`src/rtl/mem_port_arbiter.sv`:
```
// Memory bus port arbiter: shares one bus port between instruction fetch, load and store.
// Optional fetch anti-starvation (and its STARVE_LIMIT parameter) is enabled by defining MEMARB_STARVE_EN.
module mem_port_arbiter #(
    parameter int LINE_BEATS = 8
`ifdef MEMARB_STARVE_EN
    ,
    parameter int STARVE_LIMIT = 4
`endif
) (
    input  logic                          clk,
    input  logic                          reset_n,
    input  logic                          ifetch_req,
    input  logic [63:0]                   ifetch_addr,
    input  logic                          load_req,
    input  logic [63:0]                   load_addr,
    input  logic                          store_req,
    input  logic [63:0]                   store_addr,
    input  logic [63:0]                   store_wdata,
    output logic                          store_wbeat_rdy,
    output logic [2:0]                    grant,
    output logic [63:0]                   rdata,
    output logic                          rdata_valid,
    output logic [$clog2(LINE_BEATS)-1:0] rbeat_idx,
    output logic                          ifetch_done,
    output logic                          load_done,
    output logic                          store_done,
    output logic                          bus_reqcyc,
    output logic [63:0]                   bus_req_addr,
    output logic                          bus_req_write,
    input  logic                          bus_reqack,
    output logic                          bus_wvalid,
    output logic [63:0]                   bus_wdata,
    input  logic                          bus_respcyc,
    input  logic [63:0]                   bus_resp,
    output logic                          bus_respack
);

    localparam int BW = $clog2(LINE_BEATS);
    localparam logic [BW-1:0] LAST_BEAT = BW'(LINE_BEATS - 1);

    typedef enum logic [2:0] {
        ST_IDLE  = 3'd0,
        ST_REQ   = 3'd1,
        ST_WDATA = 3'd2,
        ST_RESP  = 3'd3,
        ST_DONE  = 3'd4
    } state_t;

    state_t        state_q, state_d;
    logic [2:0]    grant_q, grant_d;
    logic [63:0]   addr_q, addr_d;
    logic          write_q, write_d;
    logic [BW-1:0] beat_q, beat_d;
    logic          fetch_prio_s;
    logic [2:0]    win_s;

`ifdef MEMARB_STARVE_EN
    localparam int SW = $clog2(STARVE_LIMIT + 1);
    localparam logic [SW-1:0] STARVE_MAX = SW'(STARVE_LIMIT);

    logic [SW-1:0] starve_q, starve_d;

    assign fetch_prio_s = (starve_q == STARVE_MAX);

    // Count data grants taken while fetch waits; saturates so fetch keeps priority until served.
    always_comb begin
        starve_d = starve_q;
        if (state_q == ST_IDLE) begin
            if (!ifetch_req || win_s[0]) begin
                starve_d = '0;
            end else if ((win_s[2] || win_s[1]) && !fetch_prio_s) begin
                starve_d = starve_q + SW'(1);
            end else begin
                starve_d = starve_q;
            end
        end else begin
            starve_d = starve_q;
        end
    end

    // Starvation counter register.
    always_ff @(posedge clk or negedge reset_n) begin
        if (!reset_n) begin
            starve_q <= '0;
        end else begin
            starve_q <= starve_d;
        end
    end
`else
    assign fetch_prio_s = 1'b0;
`endif

    // Pick the winning requester, store > load > fetch unless fetch has been starved.
    always_comb begin
        win_s = 3'b000;
        if (fetch_prio_s && ifetch_req) begin
            win_s = 3'b001;
        end else if (store_req) begin
            win_s = 3'b100;
        end else if (load_req) begin
            win_s = 3'b010;
        end else if (ifetch_req) begin
            win_s = 3'b001;
        end else begin
            win_s = 3'b000;
        end
    end

    // Transfer FSM next state, latched request fields and bus/requester outputs.
    always_comb begin
        state_d         = state_q;
        grant_d         = grant_q;
        addr_d          = addr_q;
        write_d         = write_q;
        beat_d          = beat_q;
        store_wbeat_rdy = 1'b0;
        rdata           = 64'h0;
        rdata_valid     = 1'b0;
        rbeat_idx       = '0;
        ifetch_done     = 1'b0;
        load_done       = 1'b0;
        store_done      = 1'b0;
        bus_reqcyc      = 1'b0;
        bus_req_addr    = 64'h0;
        bus_req_write   = 1'b0;
        bus_wvalid      = 1'b0;
        bus_wdata       = 64'h0;
        bus_respack     = 1'b0;
        case (state_q)
            ST_IDLE: begin
                if (win_s != 3'b000) begin
                    grant_d = win_s;
                    write_d = win_s[2];
                    beat_d  = '0;
                    state_d = ST_REQ;
                    case (win_s)
                        3'b100:  addr_d = store_addr;
                        3'b010:  addr_d = load_addr;
                        3'b001:  addr_d = ifetch_addr;
                        default: addr_d = 64'h0;
                    endcase
                end else begin
                    grant_d = 3'b000;
                end
            end
            ST_REQ: begin
                bus_reqcyc    = 1'b1;
                bus_req_addr  = addr_q;
                bus_req_write = write_q;
                if (bus_reqack) begin
                    beat_d  = '0;
                    state_d = write_q ? ST_WDATA : ST_RESP;
                end else begin
                    state_d = ST_REQ;
                end
            end
            ST_WDATA: begin
                // The bus never stalls write beats, so one beat leaves every cycle.
                bus_wvalid      = 1'b1;
                store_wbeat_rdy = 1'b1;
                bus_wdata       = store_wdata;
                beat_d          = beat_q + BW'(1);
                if (beat_q == LAST_BEAT) begin
                    state_d = ST_DONE;
                end else begin
                    state_d = ST_WDATA;
                end
            end
            ST_RESP: begin
                bus_respack = bus_respcyc;
                if (bus_respcyc) begin
                    rdata       = bus_resp;
                    rdata_valid = 1'b1;
                    rbeat_idx   = beat_q;
                    beat_d      = beat_q + BW'(1);
                    state_d     = (beat_q == LAST_BEAT) ? ST_DONE : ST_RESP;
                end else begin
                    state_d = ST_RESP;
                end
            end
            ST_DONE: begin
                store_done  = grant_q[2];
                load_done   = grant_q[1];
                ifetch_done = grant_q[0];
                grant_d     = 3'b000;
                state_d     = ST_IDLE;
            end
            default: begin
                grant_d = 3'b000;
                state_d = ST_IDLE;
            end
        endcase
    end

    // FSM and transfer context registers; reset drops any in-flight transfer.
    always_ff @(posedge clk or negedge reset_n) begin
        if (!reset_n) begin
            state_q <= ST_IDLE;
            grant_q <= 3'b000;
            addr_q  <= 64'h0;
            write_q <= 1'b0;
            beat_q  <= '0;
        end else begin
            state_q <= state_d;
            grant_q <= grant_d;
            addr_q  <= addr_d;
            write_q <= write_d;
            beat_q  <= beat_d;
        end
    end

    assign grant = grant_q;

endmodule

```
`config.mk`:
```
export PLATFORM = sky130hd
export DESIGN_NAME = mem_port_arbiter
export DESIGN_NICKNAME = d
export VERILOG_FILES = /design/src/rtl/mem_port_arbiter.sv
export SDC_FILE = /design/constraint.sdc
export NUM_CORES = 1
export LEC_CHECK = 0
export BUFFER_PORTS_ARGS = -buffer_cell sky130_fd_sc_hd__buf_2
export CAP_MARGIN = 20
export CORE_AREA = 2 2 209 211
export CTS_CLUSTER_DIAMETER = 200
export DETAILED_ROUTE_END_ITERATION = 12
export DIE_AREA = 0 0 211 213
export PLACE_DENSITY = 0.42
export SYNTH_ARGS = -nofsm -noshare
export SYNTH_HDL_FRONTEND = slang
export SYNTH_SLANG_ARGS = --single-unit
```
`constraint.sdc`:
```
create_clock -name clk -period 3.2 [get_ports clk]
set_input_delay 0.32 -clock clk [delete_from_list [all_inputs] [get_ports clk]]
set_output_delay 0.32 -clock clk [all_outputs]
set_load 0.005 [all_outputs]
```
==> results summary, run 1 <==
The share of synthesized area occupied by flip-flops and latches came out at 0.305. The total net switching power came out at 0.00216 W. The run finished with clean final reports.

Of the total power, the share spent switching nets is 0.367. A synthesized cell averages 8.67 sq um. The number of max-slew violations in the final report came to 0. The number of post-CTS setup repair buffers came out at 0. The via count of the first global-routing pass came out at 6,707. The overall die width came out at 211 microns. The maximum clock insertion buffer count is 2.

The number of instances in the synthesized netlist is 701. The analysis attributes to cell leakage a power of 5.09 nW. The largest net degree at the start of global routing is 72. The number of routed nets with antenna violations is 0. The cell area power density came out at 615 mW/mm^2. Derived from the worst setup path, the maximum achievable clock frequency is 0.382 GHz.

For this run, the detailed router's first-pass iteration total came to 4. The number of synthesized flops with an enable pin is 0. The sum of overflow across all layers after global routing is 0. The number of buffers inserted for hold repair after clock tree synthesis is 0. The highest net fanout along the worst path is 69.

Setup repair after global routing left no endpoint under its margin. Of the post-synthesis cell area, the dominant cell type holds 0.305. The share of total power in sequential cells is 0.293. After the first detailed-routing iteration, the DRC count stood at 266. The slowest stage of the critical path is the sky130_fd_sc_hd__dfrtp_1 cell. After clock tree synthesis, the clock-pin slew on the worst setup and hold paths is 0.07 ns. The overall power came out at 0.00587 W.

The number of synthesized register bits came out at 74. The largest delay contributor family on the critical path is simple AND/OR/NAND/NOR gates. Setup violations remaining at the end of the flow were counted as 0.

The routability-driven placement congestion ratio is 0.838. STA puts the critical path data required time at 2.88 ns. The later pin in the worst-skew pair is clocked with a latency of 0.35 ns. STA classifies the critical path startpoint as a register.

The total nets after synthesis came out at 1,030. The number of top-level design ports is 534. The total number of vias came out at 6,941. The fraction of power consumed by combinational cells is 0.537. The accumulated negative setup slack is 0 ns. In this run the cell area of the synthesized design comes to 0.00608 sq mm. The number of port buffers is 533. The count of yosys warnings during synthesis came out at 0. At the worst endpoint, the arrival time is 2.29 ns.

The initial antenna violation count came out at 11. The number of instances resized during post-cts repair is 0. The final wirelength came out at 30,900 microns. The highest cell delay on the worst timing path came out at 0.58 ns.

The overall die height came out at 213 microns. TritonCTS built the clock tree. The initial cell density of the core is 0.142. The overall die area is 0.0449 sq mm. The core footprint came out at 0.0427 sq mm.

The net count of the finished layout is 1,520. Clock tree synthesis selected as its root buffer the cell sky130_fd_sc_hd__clkbuf_16. The overall fraction of global-route tracks in use came out at 0.129. The detailed placement HPWL is 24,900 microns. The tool flagged a number of max-cap violations equal to 0. The worst clock skew on the final layout is 0.00890 ns. The share of total power dissipated in the clock network is 0.170. The worst IR drop on VDD came out at 243 uV.

The final routed wire length divided by cell count is 17.7 microns. The number of buffers added by the clock tree synthesis step is 9. The count of filler cells inserted in the layout is 4,829. The dominant synthesized flop cell is sky130_fd_sc_hd__dfrtp_1.

The worst setup path is captured at a primary output. By area the synthesized netlist is led by sky130_fd_sc_hd__dfrtp_1 (30%), sky130_fd_sc_hd__and2_1 (20%), sky130_fd_sc_hd__mux2_4 (12%), sky130_fd_sc_hd__a21oi_1 (11%), sky130_fd_sc_hd__nand3b_1 (8.0%). The critical path is of the register to primary output type. The worst min-delay path category is input port to asynchronous set/reset pin. The shortest period the worst path allows is 2.61 ns. The number of sinks on the clock net came out at 74.

The fraction of registers with async set or reset after synthesis came out at 1.00. The first-pass GRT wire length is 42,600 microns. The hold violation total from the final report came out at 0. Walking the worst path, the cells encountered are nor2b_1 > and3_1 > buf_4 > and2_1 > buf_2. After detailed routing, the number of remaining DRC violations is 0. The remaining max-slew budget at the tightest pin came out at 0.405.

The portion of the clock cycle consumed by the worst path in the final layout came out at 0.817. The critical path contains buffers and inverters numbering 2 combined. Of all cell types, the one taking the most synthesized area is sky130_fd_sc_hd__dfrtp_1.

The cell-internal power came out at 0.00371 W. The count of distinct cell types in the synthesized netlist came out at 30. The number of placement rows is 76. The transition at the pin with the smallest max-transition slack is 0.893 ns. The area added between synthesis and finish came out at 57.1%. The fraction of final layout cells sized beyond drive strength 1 came out at 0.525. The via-per-instance ratio came out at 3.98. The H-tree depth reported by CTS is 3.
metrics by stage:
stage | worst slack [ns] | instance area (sq um) | hold WS (ns) | util | instances
3_3_place_gp | 0.988 | 9270 | 0.481 | 0.217 | 1726
3_5_place_dp | 0.974 | 9270 | 0.486 | 0.217 | 1726
2_1_floorplan | 1.44 | 6080 | 0.0244 | - | 701
4_1_cts | 0.582 | 9540 | 0.122 | 0.224 | 1742
6_report | 0.586 | 9550 | 0.0727 | 0.224 | 1743
5_1_grt | 0.377 | 9550 | 0.142 | 0.224 | 1743
power by group through the flow:
stage / Sequential, W / Combinational (W) / Clock (W)
after floorplan: 0.00159 / 0.00200 / 0
after global placement: 0.00173 / 0.00319 / 0
after detailed placement: 0.00172 / 0.00322 / 0
after CTS: 0.00173 / 0.00322 / 0.00106
after global routing: 0.00180 / 0.00347 / 0.00109
final: 0.00172 / 0.00315 / 0.000997
registers in the layout (all words and copies together) (netlist names):
signal / cells
addr_q: 64
write_q: 1
grant: 3
state_q: 3
beat_q: 3
cell usage after synthesis, types with 3 or more instances:
cell type / number
sky130_fd_sc_hd__nand3_1: 4
sky130_fd_sc_hd__a21oi_1: 132
sky130_fd_sc_hd__nor2b_1: 66
sky130_fd_sc_hd__mux2_4: 49
sky130_fd_sc_hd__inv_1: 3
sky130_fd_sc_hd__buf_1: 6
sky130_fd_sc_hd__and3_1: 5
sky130_fd_sc_hd__buf_6: 6
sky130_fd_sc_hd__and2_1: 196
sky130_fd_sc_hd__clkbuf_1: 53
sky130_fd_sc_hd__o21ai_0: 6
sky130_fd_sc_hd__mux2_2: 15
sky130_fd_sc_hd__dfrtp_1: 74
sky130_fd_sc_hd__nand3b_1: 65
metal layers:
layer,GRT usage,routed length [microns],up-vias
met5,0,31,-
met4,0.0357,743,4
met3,0.0268,1890,45
met2,0.244,16200,342
met1,0.145,12100,3218
li1,-,-,3332
final timing paths:
check | startpoint | to | slack (ns) | cells past startpoint
worst max-delay path | state_q[1] | rdata[41] | 0.59 | 5
worst min-delay path | reset_n | addr_q[5] | 0.07 | 1
worst max register to register | state_q[1] | addr_q[40] | 1.23 | 3
worst min register to register | addr_q[21] | addr_q[21] | 0.50 | 1
max in group asynchronous | reset_n | addr_q[14] | 2.44 | 2
min in group clk | bus_reqack | state_q[1] | 0.35 | 3
logic make-up after synthesis:
logic type | synth area share
DFF | 0.305
muxes | 0.151
AOI/OAI and AO/OA | 0.121
adders and majority gates | 0.00412
and+or+nand+nor | 0.367
buffers and inverters | 0.0527
cell type report:
type	count	area (sq um)	share of cell area
Multi-Input combinational cell	556	3920	0.411
Timing Repair Buffer	547	2810	0.294
Sequential cell	74	1850	0.194
Tap cell	546	683	0.0716
Clock buffer	11	233	0.0244
Clock inverter	5	38.8	0.00406
Inverter	3	11.3	0.00118
Antenna cell	1	2.50	0.000262
cell usage in the layout (no fill, tap or decap), types with 5 or more instances in the layout:
cell and n:
sky130_fd_sc_hd__a21oi_1 132, sky130_fd_sc_hd__and2_1 196, sky130_fd_sc_hd__and3_1 5, sky130_fd_sc_hd__buf_2 530, sky130_fd_sc_hd__buf_4 15, sky130_fd_sc_hd__clkbuf_16 9
sky130_fd_sc_hd__dfrtp_1 74, sky130_fd_sc_hd__mux2_2 15, sky130_fd_sc_hd__mux2_4 49, sky130_fd_sc_hd__nand3b_1 65, sky130_fd_sc_hd__nor2b_1 65, sky130_fd_sc_hd__o21ai_0 6
Note: power is estimated with default switching activity, not from simulation.
==> inputs of run 2 (changes only) <==
- PLACE_DENSITY: 0.42 -> 0.44
- clock period: 3.2 -> 2.2 ns (I/O delays scaled with it)
==> run 2 against run 1 <==
  * Critical path type unchanged
  * Critical path depth stayed put
  * Global-route usage is 0.71 points higher
  * Routed wire length is 4.2% higher
  * Largest cell class unchanged
  * Power is 47% higher
  * Sequential share of layout area is 0.20 points lower
  * Register-to-register slack worse by 0.94 ns
  * Die area stayed put
  * Combinational power is 51% higher
  * Largest power group unchanged
  * Final cell count is 0.52% higher
  * Sequential power is 44% higher
  * Critical endpoint is now bus_req_addr[63]
  * Clock power is 38% higher
==> results summary, run 2 (same netlist as run 1, synthesis figures left out) <==
The run finished with clean final reports. Leaving out fill and tap cells, the most frequent cell in the layout is sky130_fd_sc_hd__buf_2. The number of port buffers is 533.

In the final routed layout, each cell accounts on average for 18.4 microns. The maximum clock insertion buffer count is 2. The final wirelength is 32,200 microns. The maximum clock frequency came out at 0.489 GHz. The count of TritonRoute iterations in the first routing pass is 7.

Along the worst path, the maximum fanout reaches 55. The total number of vias is 7,010. In the final layout, the share of cells above drive strength 1 is 0.525. The sum of overflow across all layers after global routing came out at 0. The worst path meets setup with 0.156 ns of slack. The TritonCTS clock tree is done. The number of buffers and inverters on the critical path is 3. For this design the total switching power over the nets is 0.00312 W. Setup violations remaining at the end of the flow were counted as 0.

Traced cell by cell, the critical path runs through buf_4 > nor3b_2 > buf_12 > and2_1 > buf_2. Cell internal power was estimated by the tool at 0.00548 W. The worst IR drop on VDD is 397 uV. The accumulated negative setup slack came out at 0 ns.

The critical setup path kind is register to primary output. The clock latency on the worst-skew pair came out at 0.35 ns. The largest delay contributor family on the critical path is buffers and inverters. The worst-case setup slack after placement came out at 0.00371 ns. In this run the post-CTS setup repair buffer count came out at 0. The count of routing violations after the opening detailed-route iteration came out at 240. The detailed placement HPWL is 26,400 microns.

Setup repair after global routing left no endpoint under its margin. The area added between synthesis and finish came out at 58.8%. The number of buffers added by the clock tree synthesis step came out at 9. The switching share of total power is 0.363.

The overall die width came out at 211 microns. After clock tree synthesis, the clock-pin slew on the worst setup and hold paths is 0.06 ns. The worst path arrival time came out at 1.82 ns. The number of top-level design ports is 534. Data on the critical path is required at its endpoint by 1.98 ns.

The number of placement rows came out at 76. The via count of the first global-routing pass is 6,699. The tree is rooted in a sky130_fd_sc_hd__clkbuf_16. The min-delay analysis places its worst path in the category input port to register. In this run the vertical extent of the chip is 213 microns. The routability-driven placement congestion ratio came out at 0.954. The kind of start point of the critical path is a register. For the final database, setup skew stands at 0.00895 ns. Ranked by flip-flop count, first place goes to addr_q. The number of nets in the layout is 1,521. The number of sinks on the clock net came out at 74.

The core footprint came out at 0.0427 sq mm. STA classifies the critical path endpoint as a primary output. In the layout the commonest cells are sky130_fd_sc_hd__buf_2 (530), sky130_fd_sc_hd__and2_1 (196), sky130_fd_sc_hd__a21oi_1 (132), sky130_fd_sc_hd__dfrtp_1 (74), sky130_fd_sc_hd__nand3b_1 (65).

The first global-routing pass estimated 44,000 microns of wire. The transition at the pin with the smallest max-transition slack is 0.603 ns. The DRC violation count after routing is 0.

The floorplan step defined a die boundary enclosing 0.0449 sq mm. The portion of the clock cycle consumed by the worst path in the final layout is 0.929. The fraction of power consumed by combinational cells is 0.552. The initial cell density of the core is 0.142.

The number of max-capacitance violations reported came out at 0. The initial antenna violation count came out at 23. The count of nets left with antenna violations once routing finished came out at 0. The remaining max-slew budget at the tightest pin came out at 0.595. The overall fraction of global-route tracks in use is 0.136. The via-per-instance ratio came out at 4.00. The leakage power of the design came out at 5.12 nW. The H-tree generated during clock tree synthesis spans 3 levels. The share of total power dissipated in sequential elements is 0.287. The cell area power density came out at 892 mW/mm^2. Entering global routing, the biggest net connects 133 pins. The shortest period the worst path allows came out at 2.04 ns.

The power share of the clock group is 0.160. The register with the most flip-flops in the layout has 64 of them. The highest cell delay on the worst timing path came out at 0.37 ns. The number of max-slew violations in the final report is 0. The slowest stage of the critical path belongs to the cell sky130_fd_sc_hd__dfrtp_1. The hold violation total from the final report was 0.
-- run 2: changes by cell type in the layout (fill, tap and decap cells not counted), sizes merged --
cell / previous run / this run
inv: 4 / 3
clkinv: 3 / 4
diode: 1 / 9
dlygate4sd3: 0 / 1
-- run 2: what timing repair did --
action                                 in CTS  in global routing
endpoints found under the hold margin      35                  0
setup endpoints to repair                   0                  1
hold buffers                                1                  0
resized for setup                           0                  1
-- run 2: metal layers --
layer  wire [microns]  vias to the layer above  global-route usage
met5               13                        -                   0
met4             1520                        2              0.0869
met3             2420                       58              0.0406
met2            16400                      359               0.240
met1            11900                     3249               0.142
li1                 -                     3342                   -
-- run 2: layout make-up --
type                       count  area (sq um)
inverter                       3          11.3
sequential                    74          1850
tap                          546           683
clock buffer                  11           233
multi-input combinational    556          3920
fill                        4848         33100
antenna                        9          22.5
clock inverter                 5          31.3
timing repair buffer         548          2890
-- run 2: through the flow --
| stage | hold WS [ns] | util | cell area (sq um) | power [W] | instances |
|---|---|---|---|---|---|
| finish | 0.261 | 0.226 | 9650 | 0.00861 | 1752 |
| global route | 0.247 | 0.226 | 9650 | 0.00934 | 1752 |
| CTS | 0.230 | 0.225 | 9620 | 0.00882 | 1743 |
| detailed placement | 0.251 | 0.219 | 9350 | 0.00732 | 1726 |
| global placement | 0.245 | 0.219 | 9350 | 0.00726 | 1726 |
| floorplan | -0.0756 | - | 6080 | 0.00522 | 701 |
-- run 2: worst min-delay path: stages --
cell	delay, ns
sky130_fd_sc_hd__buf_2	0.08
sky130_fd_sc_hd__nor2b_1	0.03
sky130_fd_sc_hd__a21oi_1	0.10
sky130_fd_sc_hd__mux2_4	0.14
-- run 2: power by group through the flow --
stage                     sequential [W]  combinational [W]  clock [W]
after floorplan                  0.00231            0.00291          0
after global placement           0.00250            0.00476          0
after detailed placement         0.00248            0.00484          0
after CTS                        0.00248            0.00485    0.00148
after global routing             0.00258            0.00524    0.00153
final                            0.00247            0.00475    0.00138
-- run 2: path summary, 6_finish.rpt --
path	cells past startpoint	from	slack [ns]	end
hold reg to reg	1	addr_q[13]	0.49	addr_q[13]
min in group asynchronous	2	reset_n	0.39	addr_q[39]
setup / recovery	5	state_q[1]	0.16	bus_req_addr[63]
hold / removal	4	store_addr[38]	0.26	addr_q[38]
max in group asynchronous	3	reset_n	1.18	state_q[1]
setup reg to reg	4	state_q[1]	0.29	addr_q[29]
==> inputs of run 3 (changes only) <==
- ABC_AREA: unset -> 1
- CORE_AREA: 2 2 209 211 -> 2 2 207 209
- DIE_AREA: 0 0 211 213 -> 0 0 209 211
- PLACE_DENSITY: 0.44 -> 0.43
==> run 3 against run 2 <==
  * First-iteration DRC count up 44%
  * Register-to-register slack better by 0.23 ns
  * Synthesized cell count up 49%
  * Area after synthesis down 4.8%
  * Clock power up 18%
  * Final area down 3.0%
  * Largest power group unchanged
==> results summary, run 3 <==
The flow ran to the end, and the final reports show no timing, DRC or antenna violations. The transition at the pin with the smallest max-transition slack came out at 0.778 ns. The fraction of final layout cells sized beyond drive strength 1 came out at 0.371. Data arrives at the worst endpoint at 1.79 ns.

Synthesis produced a netlist whose cell count is 1,046. The DRC violation count after routing is 0. The total nets after synthesis came out at 1,375. The utilization after layout is 0.224.

The tree built by TritonCTS fans out to 74 sinks. The maximum clock frequency is 0.497 GHz. The number of routed nets with antenna violations is 0. The final instance area came out at 0.00936 sq mm. For this run, the post-layout net count is 1,877. The commonest cells after synthesis are sky130_fd_sc_hd__nand2_1 (404), sky130_fd_sc_hd__inv_1 (212), sky130_fd_sc_hd__nor2_1 (207). The worst setup path is captured at a primary output.

The overall die width came out at 209 microns. The most repeated cell in the gate-level netlist after synthesis is sky130_fd_sc_hd__nand2_1. Counting distinct cell types in the post-synthesis netlist gives 21. The sum of overflow across all layers after global routing came out at 0. The number of top-level design ports is 534. The final wirelength is 30,200 microns. The first global-routing pass estimated 43,100 microns of wire.

Summing over every cut layer, the via total after detailed routing is 7,795. In this run, synthesis inferred 0 flip-flops with an integrated enable. The post-synthesis average cell area came out at 5.53 sq um. The worst setup margin came out at 0.187 ns. After synthesis, the cell types taking the most area are sky130_fd_sc_hd__dfrtp_1 (32%), sky130_fd_sc_hd__nand2_1 (26%), sky130_fd_sc_hd__inv_1 (14%), sky130_fd_sc_hd__nor2_1 (13%), sky130_fd_sc_hd__nand3_1 (6.1%). The initial antenna violation count came out at 13. The worst setup path is launched from a register. The number of placement rows came out at 75. Summed over all instances, the cell type with the most area after synthesis is sky130_fd_sc_hd__dfrtp_1.

The H-tree generated during clock tree synthesis spans 3 levels. The count of filler cells inserted in the layout is 4,883. The fraction of registers with async set or reset after synthesis is 1.00. The overall fraction of global-route tracks in use is 0.131. The multiplexer share of the synthesized area came out at 0. The TritonCTS clock tree is done. On the final layout, the worst clock skew is 0.00529 ns. The count of routing violations after the opening detailed-route iteration is 345. The number of port buffers came out at 533.

The maximum clock insertion buffer count is 2. The routability-driven placement congestion ratio came out at 0.753. After synthesis, the largest family of logic cells by area is simple AND/OR/NAND/NOR gates. In this run the vertical extent of the chip is 211 microns. The via count of the first global-routing pass came out at 7,405. The area used by sequential logic in the layout is 0.00185 sq mm. The worst hold path belongs to the class input port to register.

The cell area after synthesis is 0.00579 sq mm. The multi-input combinational cells in the finished layout cover a total of 0.00282 sq mm. Counting flops and latches in the post-synthesis netlist gives 74.

The worst IR drop on VDD came out at 413 uV. The share of the Yosys chip area taken by registers is 0.320. The portion of the clock cycle consumed by the worst path in the final layout came out at 0.915.

The area added between synthesis and finish is 61.7%. The overall die area is 0.0441 sq mm. Entering global routing, the biggest net connects 70 pins. The initial cell density of the core is 0.139.

The cell sitting at the root of the clock tree is a sky130_fd_sc_hd__clkbuf_16. The count of TritonRoute iterations in the first routing pass came out at 4. Leaving out fill and tap cells, the most frequent cells in the layout are sky130_fd_sc_hd__buf_2 (532), sky130_fd_sc_hd__nand2_1 (403), sky130_fd_sc_hd__inv_1 (212), sky130_fd_sc_hd__nor2_1 (205), sky130_fd_sc_hd__dfrtp_1 (74).

The number of setup violations in the final report is 0. The final hold slack came out at 0.148 ns. The final routed wire length divided by cell count is 14.4 microns.

The number of max-capacitance violations reported is 0. Of the total synthesized cell area, the portion taken by AND, OR, NAND and NOR gates is 0.468. The number of max-slew violations in the final report came out at 0. The clock latency on the worst-skew pair is 0.36 ns. The hold violation total from the final report came to 0. The highest net fanout along the worst path is 69. The worst setup path is of the register to primary output kind. The accumulated negative setup slack is 0 ns. Setup repair after global routing left no endpoint under its margin. The area share of the largest cell type after synthesis came out at 0.320.

In this run the standard cell core region covers 0.0418 sq mm. The required time reported for the critical path endpoint came out at 1.98 ns. Buffers added to address setup during post-CTS repair amount to 0.

After detailed placement, the total cell area comes to 0.00901 sq mm. The detailed placement HPWL is 24,900 microns. The number of clock buffers added by TritonCTS is 9. The adder and majority gate portion of the synthesized area is 0.00433. The area fraction in compound gates after synthesis came to 0.00843. Timing analysis after detailed placement gives a worst setup slack of 0.489 ns. The count of yosys warnings during synthesis is 0. The shortest period the worst path allows came out at 2.01 ns.

The parity-gate share of the synthesized area counting xor and xnor cells came out at 0. The cell area power density is 887 mW/mm^2. Among all flip-flop cells after synthesis, the most frequent one is sky130_fd_sc_hd__dfrtp_1. After detailed routing, the number of vias per cell comes to 3.72. The flip-flop count of the largest register, all copies and words added came out at 64. The worst pin sits at a relative slew slack of 0.481. The commonest non-fill, non-tap cell in the layout is sky130_fd_sc_hd__buf_2. Counting flops per register, the top entry is addr_q. The leakage power of the design is 6.18 nW. After clock tree synthesis, the clock-pin slew on the worst setup and hold paths is 0.06 ns.
==> run 3: metrics by stage <==
step | cells | total power [W]
floorplan | 1046 | 0.00481
detailed placement | 2075 | 0.00680
global placement | 2075 | 0.00679
global route | 2093 | 0.00916
CTS | 2091 | 0.00853
finish | 2096 | 0.00830
==> run 3: cells by family (layout without fill, tap and decap cells) <==
kind of cell               Yosys count  in the layout
and+or+nand+nor                    690            690
buffers and inverters              272            778
DFF                                 74             74
AOI/OAI and AO/OA                    8              8
adders and majority gates            2              2
other                                0              5
==> run 3: cell type report <==
class,instances,area share
Antenna cell,5,0.00134
Clock buffer,10,0.0255
Clock inverter,5,0.00842
Inverter,215,0.0862
Multi-Input combinational cell,700,0.301
Sequential cell,74,0.198
Tap cell,539,0.0721
Timing Repair Buffer,548,0.307
==> run 3: worst max-delay path: stages (launching register included) <==
cell and delay [ns]:
sky130_fd_sc_hd__dfrtp_1 0.48, sky130_fd_sc_hd__nand2_2 0.11, sky130_fd_sc_hd__nor2_2 0.14, sky130_fd_sc_hd__nand2_2 0.08
sky130_fd_sc_hd__buf_12 0.19, sky130_fd_sc_hd__nor2_1 0.25, sky130_fd_sc_hd__buf_2 0.18
==> run 3: worst paths after layout <==
kind	start	end	slack, ns	cells past startpoint
worst max-delay path	state_q[0]	rbeat_idx[0]	0.19	6
worst min-delay path	ifetch_addr[15]	addr_q[15]	0.15	5
worst max register to register	state_q[2]	addr_q[49]	0.52	7
worst min register to register	addr_q[5]	addr_q[5]	0.48	2
max in group asynchronous	reset_n	write_q	1.21	3
min in group asynchronous	reset_n	addr_q[32]	0.36	2
==> run 3: routing by layer <==
layer | track usage | part of all wire | vias up
met4 | 0.0608 | 0.037 | 2
met2 | 0.247 | 0.53 | 302
met3 | 0.0262 | 0.054 | 41
met5 | 0 | 0.00043 | -
met1 | 0.139 | 0.38 | 3476
li1 | - | - | 3974
==> run 3: power breakdown <==
part	internal [W]	switching (W)	leakage [nW]
Sequential	0.00197	0.000346	0.936
Clock	0.00102	0.000612	0.158
Combinational	0.00173	0.00263	5.09
Total	0.00471	0.00358	6.18
==> run 3: what timing repair did <==
item / CTS / global route
endpoints found under the setup margin: 0 / 27
hold endpoints to repair: 34 / 0
resized for setup: 0 / 3
hold buffers: 1 / 0
